**src/rtl/cache_refill_ctrl.sv**
```systemverilog
// AXI miss handler for the 2-way cache tag block: optional dirty-victim
// writeback burst, then a line refill (cached) or single-beat read (uncached).
module cache_refill_ctrl #(
  parameter int unsigned LINE_WORDS = 16,
  parameter logic [3:0]  AXI_ID     = 4'd0
) (
  input  logic        clk,
  input  logic        rst,

  input  logic        miss,
  input  logic        cached,
  input  logic [31:0] axi_raddr,
  input  logic        write_back,
  input  logic [31:0] axi_waddr,
  input  logic [31:0] wb_rdata,
  output logic [3:0]  wb_word_idx,

  output logic        refill_we,
  output logic [3:0]  refill_word_idx,
  output logic [31:0] refill_wdata,
  output logic        refresh,
  output logic [31:0] uncached_rdata,
  output logic        busy,

  output logic        arvalid,
  input  logic        arready,
  output logic [31:0] araddr,
  output logic [7:0]  arlen,
  output logic [2:0]  arsize,
  output logic [1:0]  arburst,
  output logic [3:0]  arid,

  input  logic        rvalid,
  output logic        rready,
  input  logic [31:0] rdata,
  input  logic        rlast,

  output logic        awvalid,
  input  logic        awready,
  output logic [31:0] awaddr,
  output logic [7:0]  awlen,
  output logic [2:0]  awsize,
  output logic [1:0]  awburst,
  output logic [3:0]  awid,

  output logic        wvalid,
  input  logic        wready,
  output logic [31:0] wdata,
  output logic [3:0]  wstrb,
  output logic        wlast,

  input  logic        bvalid,
  output logic        bready
);

  localparam logic [7:0] BURST_LEN = 8'(LINE_WORDS - 1);
  localparam logic [3:0] LAST_IDX  = 4'(LINE_WORDS - 1);
  localparam logic [1:0] BURST_INCR = 2'b01;
  localparam logic [2:0] SIZE_WORD  = 3'd2;

  typedef enum logic [2:0] {
    IDLE,
    WB_AW,
    WB_W,
    WB_B,
    RD_AR,
    RD_R,
    DONE
  } state_t;

  state_t      state;
  state_t      next_state;

  logic        cached_q;
  logic [31:0] raddr_q;
  logic [31:0] waddr_q;
  logic [3:0]  cnt;
  logic        guard;

  logic        launch;
  logic        last_beat;
  logic        w_fire;
  logic        r_fire;
  logic        clr_cnt;

  // guard suppresses a relaunch on the stale miss the tag block still holds
  // in the cycle right after the refresh pulse
  assign launch    = (state == IDLE) && miss && !guard;
  assign last_beat = (cnt == LAST_IDX);
  assign w_fire    = wvalid && wready;
  assign r_fire    = rready && rvalid;

  assign clr_cnt = ((next_state == WB_W) && (state != WB_W)) ||
                   ((next_state == RD_R) && (state != RD_R)) ||
                   (w_fire && last_beat);

  always_comb begin
    next_state = state;
    arvalid    = 1'b0;
    rready     = 1'b0;
    awvalid    = 1'b0;
    wvalid     = 1'b0;
    bready     = 1'b0;
    refill_we  = 1'b0;
    refresh    = 1'b0;
    case (state)
      IDLE: begin
        if (launch) begin
          next_state = (write_back && cached) ? WB_AW : RD_AR;
        end
      end
      WB_AW: begin
        awvalid = 1'b1;
        if (awready) next_state = WB_W;
      end
      WB_W: begin
        wvalid = 1'b1;
        if (wready && last_beat) next_state = WB_B;
      end
      WB_B: begin
        bready = 1'b1;
        if (bvalid) next_state = RD_AR;
      end
      RD_AR: begin
        arvalid = 1'b1;
        if (arready) next_state = RD_R;
      end
      RD_R: begin
        rready    = 1'b1;
        refill_we = rvalid && cached_q;
        if (rvalid && rlast) next_state = DONE;
      end
      DONE: begin
        refresh    = 1'b1;
        next_state = IDLE;
      end
      default: next_state = IDLE;
    endcase
  end

  always_ff @(posedge clk or negedge rst) begin
    if (!rst) begin
      state <= IDLE;
      guard <= 1'b0;
    end else begin
      state <= next_state;
      guard <= (state == DONE);
    end
  end

  always_ff @(posedge clk or negedge rst) begin
    if (!rst) begin
      cached_q <= 1'b0;
      raddr_q  <= '0;
      waddr_q  <= '0;
    end else if (launch) begin
      cached_q <= cached;
      raddr_q  <= axi_raddr;
      waddr_q  <= axi_waddr;
    end
  end

  always_ff @(posedge clk or negedge rst) begin
    if (!rst) begin
      cnt <= '0;
    end else if (clr_cnt) begin
      cnt <= '0;
    end else if (w_fire || r_fire) begin
      cnt <= cnt + 4'd1;
    end
  end

  always_ff @(posedge clk or negedge rst) begin
    if (!rst) begin
      uncached_rdata <= '0;
    end else if (r_fire && !cached_q) begin
      uncached_rdata <= rdata;
    end
  end

  assign busy            = (state != IDLE);

  assign araddr          = raddr_q;
  assign arlen           = cached_q ? BURST_LEN : 8'd0;
  assign arsize          = SIZE_WORD;
  assign arburst         = BURST_INCR;
  assign arid            = AXI_ID;

  assign awaddr          = waddr_q;
  assign awlen           = BURST_LEN;
  assign awsize          = SIZE_WORD;
  assign awburst         = BURST_INCR;
  assign awid            = AXI_ID;

  assign wb_word_idx     = cnt;
  assign wdata           = wb_rdata;
  assign wstrb           = 4'hf;
  assign wlast           = (state == WB_W) && last_beat;

  assign refill_word_idx = cnt;
  assign refill_wdata    = rdata;

endmodule

```
**config.mk**
```make
export PLATFORM = sky130hd
export DESIGN_NAME = cache_refill_ctrl
export DESIGN_NICKNAME = d
export VERILOG_FILES = /design/src/rtl/cache_refill_ctrl.sv
export SDC_FILE = /design/constraint.sdc
export NUM_CORES = 1
export LEC_CHECK = 0
export CAP_MARGIN = 25
export CORE_AREA = 2 2 137 139
export DETAILED_ROUTE_END_ITERATION = 6
export DIE_AREA = 0 0 139 141
export PLACE_DENSITY_LB_ADDON = 0.05
export SLEW_MARGIN = 20
export SYNTH_ARGS = -nofsm -noshare
export SYNTH_HDL_FRONTEND = slang
export SYNTH_SLANG_ARGS = --single-unit
```
**constraint.sdc**
```tcl
create_clock -name clk -period 5.1 [get_ports clk]
set_input_delay 1.02 -clock clk [delete_from_list [all_inputs] [get_ports clk]]
set_output_delay 1.02 -clock clk [all_outputs]
set_load 0.02 [all_outputs]
```
==> results.yml, run 1 <==
synth:
  synthSimpleGateAreaFrac_pct: 3.34
  synth_area_sq_mm: 0.00502
  synth.distinct_cells: 34
  synth.avg_cell_area_sq_um: 13.6
  synthMuxAreaShare_pct: 24.1
  synth-async-reset-ratio_pct: 100
  synth_warnings: 0
  synthCells: 369
  yosysSeqAreaShare_pct: 52.3
  synth_compound_area_share_pct: 1.57
  synth_top_family_by_area: "multiplexers"
  ys_dominant_reg_cell: "dfrtp_1"
  ys_ff_latch: 105
  synth_adder_area_share_pct: 0.249
  synth_xor_area_share_pct: 0.349
  synth_edf_count: 0
clock_tree:
  cts.sinks: 105
  cts.clk_slew.worst_paths_ns: 0.07
  cts_setup_buffers: 0
  cts_tree: "done"
  insertion_delay_ns: 0.34
  clock_path_buffers: 2
  cts_made_buffers: 9
  post_cts_resized: 0
  htreeDepth: 3
  ctsHoldBuffers: 0
  root_buffer: "clkbuf_16"
critical_path:
  cp-start-kind: "input port"
  crit_fanout: 4
  r2r_cells: 4
  cp_slowest_stage_delay_ns: 0.60
  path_cells: "clkdlybuf4s50_1, and4b_1, and2_1, clkdlybuf4s50_1"
  path_buf_inv: 2
  end_kind: "output port"
  cp.required_ns: 4.08
  cp_slowest_cell: "clkdlybuf4s50_1"
  critPathKind: "input port to output port"
  cpLargestDelayFamily: "buffers and inverters"
  arrival_ns: 2.54
  cp_common_cell: "clkdlybuf4s50_1"
  cp.depth: 4
finish:
  diodes: 0
  seq_area_sq_mm: 0.00263
  areaGrowthSynthToFinish_pct: 47.0
  multi_input_area_sq_mm: 0.00162
  final_cells: 788
  final_cell_mix: "clkdlybuf4s50_1 (254), dfrtp_1 (105), mux2_2 (69)"
  stdcell_area_sq_mm: 0.00738
  nFillCells: 1737
  layout_commonest_cell: "clkdlybuf4s50_1"
  final_layout_size_suffix_gt1_share_pct: 21.3
  fin_util_pct: 40.4
  nNetsFinal: 689
global_routing:
  grt_pass1_vias: 3277
  antenna_found_initial: 0
  grt_usage_pct: 12.1
  grt_max_degree: 60
  grt_overflow: 0
  grt_pass1_wl_um: 18500
route:
  firstDrtPassIters: 4
  vias: 3208
  ant_nets: 0
  drt_drc_violations_left: 0
  postRouteWirelength_um: 12000
  via_per_inst: 4.07
  routedWlPerCell_um: 15.2
  dr.first_iter.drc_count: 65
timing:
  relSlewSlack_pct: 40.6
  holdWs_ns: 0.505
  hold_viol_final: 0
  finalSetupViolCount: 0
  maxSlewViolCount: 0
  period_needed_ns: 3.56
  tightest_slew_ns: 0.891
  final.setup.tns_ns: 0
  timing.fmax_mhz: 281
  fin_crit_sh_pct: 69.9
  rsz0062_at_grt: "no"
  finalClockSkew_ns: 0.00558
flow_run:
  maxCapViolCount: 0
placement:
  port_buffers: 255
  dpl-instance-area_sq_mm: 0.00711
  hpwl_um: 8870
  placed_cells: 772
  gp_congestion: 0.676
power_and_ir_drop:
  p_comb_share_pct: 53.2
  ir_worst_vdd_uv: 322
  switchingPower_w: 0.00162
  p_sw_share_pct: 35.9
  clkPwrFrac_pct: 14.1
  power_density_mw_per_mm2: 612
  seq_power_share_pct: 32.8
  leakage_nw: 3.16
  internal_power_w: 0.00290
min_path:
  hold_depth: 1
  hold_path_class: "flop to flop"
run_status:
  outcome: "completed"
floorplan:
  die_w_um: 139
  dieArea_sq_mm: 0.0196
  core_sq_mm: 0.0183
  initial_core_util_pct: 27.5
  io_pins: 354
  rows: 50
  die_y_um: 141
[path summary, 6_finish.rpt]
kind / to / slack [ns] / from
worst min register to register: awaddr[30] / 0.50 / awaddr[30]
worst max-delay path: refill_we / 1.54 / rvalid
min in group asynchronous: araddr[25] / 0.74 / rst
worst max register to register: araddr[18] / 2.60 / state[2]
worst min-delay path: awaddr[30] / 0.50 / awaddr[30]
max in group asynchronous: awaddr[21] / 3.21 / rst
[power groups by stage]
stage,Combinational (W),Sequential [W],Clock [W]
floorplan,0.000948,0.00194,0
global placement,0.00244,0.00149,0
detailed placement,0.00244,0.00149,0
CTS,0.00244,0.00149,0.000675
global route,0.00253,0.00154,0.000707
finish,0.00240,0.00148,0.000635
[metal layers]
| metal | up-vias | global-route usage [%] | part of all wire, % |
|---|---|---|---|
| li1 | 1467 | - | - |
| met1 | 1547 | 13.8 | 38 |
| met2 | 179 | 20.0 | 50 |
| met3 | 15 | 5.88 | 11 |
| met4 | 0 | 4.04 | 1.7 |
| met5 | - | 0 | 0 |
[area by class of cell]
cell class                 count  share of cell area [%]
sequential                   105                    35.6
timing repair buffer         258                    34.9
multi-input combinational    174                    21.9
tap                          234                    3.97
clock buffer                  12                    3.20
clock inverter                 4                   0.407
inverter                       1                  0.0509
[cells in the mapped netlist, types with 2 or more instances]
cell / count / area [sq um]
a21oi_1: 3 / 15.0
xor2_1: 2 / 17.5
buf_4: 106 / 796
buf_6: 5 / 56.3
mux2_4: 28 / 420
and3_1: 2 / 12.5
clkbuf_1: 4 / 15.0
mux2_2: 69 / 777
nor2_1: 5 / 18.8
conb_1: 2 / 7.51
nand3_1: 2 / 10.0
o21ai_0: 3 / 15.0
nor2b_1: 2 / 12.5
nand2_1: 2 / 7.51
nor3b_1: 4 / 30.0
buf_2: 6 / 30.0
and2_1: 3 / 18.8
dfrtp_1: 105 / 2630
[sequential cells by signal (all words and copies together) (netlist names)]
| name | flops |
|---|---|
| guard | 1 |
| cached_q | 1 |
| awaddr | 32 |
| state | 3 |
| refill_word_idx | 4 |
| araddr | 32 |
| uncached_rdata | 32 |
[worst reg2reg max path, delay by kind of cell (launching register included)]
family / cells / cell delay (ns)
muxes: 1 / 0.34
and+or+nand+nor: 2 / 1.15
DFF: 1 / 0.51
buffers and inverters: 1 / 0.39
[kinds of logic after synthesis]
| group | count (synthesis) |
|---|---|
| other | 2 |
| buffers and inverters | 122 |
| adders and majority gates | 1 |
| muxes | 98 |
| DFF | 105 |
| and+or+nand+nor | 27 |
| xor gates and xnor gates | 2 |
| AOI/OAI and AO/OA | 12 |
[per-stage QoR]
| stage | total power (W) | setup slack, ns |
|---|---|---|
| final | 0.00451 | 1.54 |
| after global routing | 0.00478 | 1.51 |
| after CTS | 0.00460 | 1.55 |
| after detailed placement | 0.00393 | 1.55 |
| after global placement | 0.00393 | 1.56 |
| after floorplan | 0.00289 | 2.53 |
Power figures use the tool's default switching activity.
==> run 2, diff against run 1 <==
CORE_AREA = 2 2 138 140   (was 2 2 137 139)
DIE_AREA = 0 0 140 142   (was 0 0 139 141)
clock period = 3.6 ns   (was 5.1 ns; I/O delays follow)
==> results.yml, run 2 (synthesis results as in run 1) <==
run_status:
  outcome: "finished, violations left"
  violations: "design-rule violations"
floorplan:
  initial_core_util_pct: 27.2
  dieArea_sq_mm: 0.0199
  rows: 50
  io_pins: 354
  die_y_um: 142
  core_sq_mm: 0.0185
  die_w_um: 140
clock_tree:
  post_cts_resized: 0
  cts_tree: "done"
  cts.clk_slew.worst_paths_ns: 0.07
  ctsHoldBuffers: 0
  cts.sinks: 105
  clock_path_buffers: 2
  htreeDepth: 3
  cts_setup_buffers: 0
  cts_made_buffers: 9
  insertion_delay_ns: 0.35
  root_buffer: "clkbuf_16"
power_and_ir_drop:
  power_w: 0.00643
  clkPwrFrac_pct: 14.3
  leakage_nw: 3.18
  p_comb_share_pct: 53.2
  p_sw_share_pct: 35.8
  power_density_mw_per_mm2: 868
  internal_power_w: 0.00413
  ir_worst_vdd_uv: 348
  switchingPower_w: 0.00230
  seq_power_share_pct: 32.5
critical_path:
  rr_endpoint: "araddr[30]"
  cp_slowest_cell: "clkdlybuf4s50_1"
  r2r_cells: 4
  rrSetupSlack_ns: 1.45
  r2r-start: "state[2]"
  arrival_ns: 2.26
  critPathKind: "input port to output port"
  cp_common_cell: "clkdlybuf4s50_1"
  cp.required_ns: 2.88
  end_kind: "output port"
  crit_fanout: 4
  cp-start-kind: "input port"
  cp_slowest_stage_delay_ns: 0.61
  critPathLaunch: "rvalid"
  path_cells: "clkdlybuf4s50_1, and4b_1, and2_1, clkdlybuf4s50_1"
min_path:
  hold_path_class: "input port to asynchronous set/reset pin"
finish:
  nFillCells: 1759
  final_cells: 788
  diodes: 0
  fin_util_pct: 40.1
  areaGrowthSynthToFinish_pct: 47.6
  final_cell_mix: "clkdlybuf4s50_1 (254), dfrtp_1 (105), mux2_2 (69)"
  layout_commonest_cell: "clkdlybuf4s50_1"
  multi_input_area_sq_mm: 0.00162
  stdcell_area_sq_mm: 0.00741
  final_layout_size_suffix_gt1_share_pct: 21.3
  seq_area_sq_mm: 0.00263
  nNetsFinal: 690
timing:
  timing.fmax_mhz: 335
  fin_crit_sh_pct: 82.8
  relSlewSlack_pct: 53.0
  tightest_slew_ns: 0.705
  finalSetupViolCount: 0
  final.setup.tns_ns: 0
  finalClockSkew_ns: 0.00528
  hold_viol_final: 0
  rsz0062_at_grt: "no"
  period_needed_ns: 2.98
  maxSlewViolCount: 0
global_routing:
  grt_usage_pct: 12.1
  grt_pass1_wl_um: 18400
  grt_pass1_vias: 3248
  antenna_found_initial: 0
  grt_overflow: 0
  grt_max_degree: 55
placement:
  placed_cells: 773
  hpwl_um: 9400
  gp_congestion: 0.701
  dpl-instance-area_sq_mm: 0.00715
  port_buffers: 255
route:
  vias: 3202
  firstDrtPassIters: 7
  postRouteWirelength_um: 12300
  ant_nets: 0
  dr.first_iter.drc_count: 141
  drt_drc_violations_left: 25
  routedWlPerCell_um: 15.6
  via_per_inst: 4.06
flow_run:
  maxCapViolCount: 0
==> run 2: cell count changes in the layout (fill, tap and decap cells not counted) <==
cell / before / now
buf_12: 0 / 2
clkinvlp_4: 1 / 0
clkbuf_8: 0 / 1
buf_4: 4 / 3
clkinv_4: 2 / 0
inv_6: 0 / 1
==> run 2: layout make-up <==
| type | count | share of cell area [%] |
|---|---|---|
| Sequential cell | 105 | 35.5 |
| Timing Repair Buffer | 259 | 35.2 |
| Multi-Input combinational cell | 174 | 21.8 |
| Tap cell | 234 | 3.95 |
| Clock buffer | 13 | 3.38 |
| Clock inverter | 2 | 0.186 |
| Inverter | 1 | 0.0507 |
==> run 2: how the worst max path moves through the flow <==
stage                            to  slack [ns]  cells after the start
after floorplan               wlast        1.33                      3
after global placement    refill_we        0.61                      4
after detailed placement  refill_we        0.60                      4
after CTS                 refill_we        0.60                      4
after global routing      refill_we        0.55                      4
final                     refill_we        0.62                      4
==> run 2: power groups by stage <==
stage	sequential (W)	clock [W]	combinational [W]
2_1_floorplan	0.00275	0	0.00134
3_3_place_gp	0.00211	0	0.00347
3_5_place_dp	0.00212	0	0.00349
4_1_cts	0.00211	0.000964	0.00349
5_1_grt	0.00218	0.00101	0.00363
6_report	0.00209	0.000918	0.00342
==> run 2: layer usage <==
layer / vias to the layer above / track usage [%] / wire length (um)
li1: 1474 / - / -
met1: 1525 / 14.5 / 4920
met2: 184 / 19.7 / 5930
met3: 19 / 4.61 / 1210
met4: 0 / 5.16 / 238
met5: - / 0 / 0
==> run 2: stage by stage <==
step	setup slack, ns	hold WS [ns]
after CTS	0.595	0.433
after global placement	0.608	0.489
final	0.619	0.395
after detailed placement	0.595	0.491
after floorplan	1.33	0.424
after global routing	0.551	0.458
==> run 2: worst max-delay path, delay by kind of cell <==
kind                   cells  cell delay, ns
buffers and inverters      2            1.12
and+or+nand+nor            2            0.42
==> run 3, diff against run 2 <==
clock period = 2.9 ns   (was 3.6 ns; I/O delays follow)
==> results.yml, run 3 (synthesis results as in run 1) <==
run_status:
  outcome: "finished, violations left"
  violations: "design-rule violations"
floorplan:
  die_y_um: 142
  dieArea_sq_mm: 0.0199
  rows: 50
  io_pins: 354
  core_sq_mm: 0.0185
  die_w_um: 140
  initial_core_util_pct: 27.2
timing:
  worst_slack_ns: 0.204
  holdWs_ns: 0.245
  finalClockSkew_ns: 0.0118
  hold_viol_final: 0
  timing.fmax_mhz: 371
  period_needed_ns: 2.70
  fin_crit_sh_pct: 93.0
  maxSlewViolCount: 0
  tightest_slew_ns: 0.652
  relSlewSlack_pct: 56.5
  final.setup.tns_ns: 0
  rsz0062_at_grt: "no"
  finalSetupViolCount: 0
global_routing:
  antenna_found_initial: 0
  grt_pass1_wl_um: 18600
  grt_usage_pct: 12.0
  grt_pass1_vias: 3243
  grt_max_degree: 49
  grt_overflow: 0
power_and_ir_drop:
  leakage_nw: 3.22
  ir_worst_vdd_uv: 450
  power_w: 0.00814
  power_density_mw_per_mm2: 1090
critical_path:
  cp-start-kind: "input port"
  cp.required_ns: 2.32
  arrival_ns: 2.12
  cp_slowest_cell: "clkdlybuf4s50_1"
  end_kind: "output port"
  crit_fanout: 4
  path_buf_inv: 2
  cp_slowest_stage_delay_ns: 0.61
  critPathKind: "input port to output port"
  cp_common_cell: "clkdlybuf4s50_1"
  path_cells: "clkdlybuf4s50_1, and4b_1, and2_1, clkdlybuf4s50_1"
  cpLargestDelayFamily: "buffers and inverters"
clock_tree:
  cts_setup_buffers: 0
  cts.clk_slew.worst_paths_ns: 0.07
  ctsHoldBuffers: 0
  insertion_delay_ns: 0.35
  root_buffer: "clkbuf_16"
  post_cts_resized: 0
  cts_tree: "done"
  cts.sinks: 105
  clock_path_buffers: 2
  htreeDepth: 3
  cts_made_buffers: 9
finish:
  layout_commonest_cell: "clkdlybuf4s50_1"
  diodes: 0
  nFillCells: 1762
  nNetsFinal: 691
  final_layout_size_suffix_gt1_share_pct: 21.9
  areaGrowthSynthToFinish_pct: 49.1
  fin_util_pct: 40.5
  final_cell_mix: "clkdlybuf4s50_1 (254), dfrtp_1 (105), mux2_2 (69)"
route:
  postRouteWirelength_um: 12300
  dr.first_iter.drc_count: 118
  drt_drc_violations_left: 25
  via_per_inst: 4.05
  routedWlPerCell_um: 15.6
  vias: 3197
  ant_nets: 0
  firstDrtPassIters: 5
placement:
  pre_cts_slack_ns: 0.170
  port_buffers: 255
  gp_congestion: 0.729
  hpwl_um: 9350
min_path:
  hold_path_class: "input port to asynchronous set/reset pin"
flow_run:
  maxCapViolCount: 0
## run 3: cell count changes in the layout (fill, tap and decap cells not counted)
| cell | delta |
|---|---|
| clkbuf_1 | -2 |
| clkinv_2 | +1 |
| clkbuf_8 | +1 |
| buf_12 | +2 |
| buf_4 | -1 |
| bufinv_16 | +1 |
## run 3: final timing paths
kind / slack (ns) / to / cells after the start / from
max: 0.20 / refill_we / 4 / rvalid
min: 0.24 / uncached_rdata[15] / 1 / rst
max reg2reg: 0.77 / awaddr[5] / 4 / state[2]
min reg2reg: 0.50 / awaddr[17] / 1 / awaddr[17]
max in group asynchronous: 1.91 / araddr[27] / 2 / rst
min in group clk: 0.50 / awaddr[17] / 1 / awaddr[17]
## run 3: where the power goes
part           leakage (nW)  internal [W]  total (W)  switching, W
sequential             1.27       0.00219    0.00260      0.000419
combinational          1.80       0.00236    0.00428       0.00192
clock                 0.153      0.000718    0.00126      0.000540
total                  3.22       0.00526    0.00814       0.00288
## run 3: metal layers
metal,vias to the layer above,track usage [%],part of all wire (%)
li1,1475,-,-
met1,1530,13.6,39
met2,181,20.1,49
met3,11,5.75,11
met4,0,3.99,0.99
met5,-,0,0
## run 3: stage by stage
step | cell area, sq um | cells
6_report | 7480 | 790
5_1_grt | 7480 | 790
4_1_cts | 7480 | 790
3_5_place_dp | 7180 | 774
3_3_place_gp | 7180 | 774
2_1_floorplan | 5140 | 401
## run 3: layout make-up
class	count	area (sq um)	area share, %
inverter	1	3.75	0.0502
timing repair buffer	260	2640	35.2
multi-input combinational	174	1620	21.6
clock inverter	4	48.8	0.652
tap	234	293	3.91
clock buffer	12	256	3.43
sequential	105	2630	35.1
## run 3: worst register-to-register path, stage by stage (launching register included)
cell and delay (ns):
dfrtp_1 0.51, or3_4 0.45, or3b_4 0.51, buf_12 0.23
mux2_4 0.33
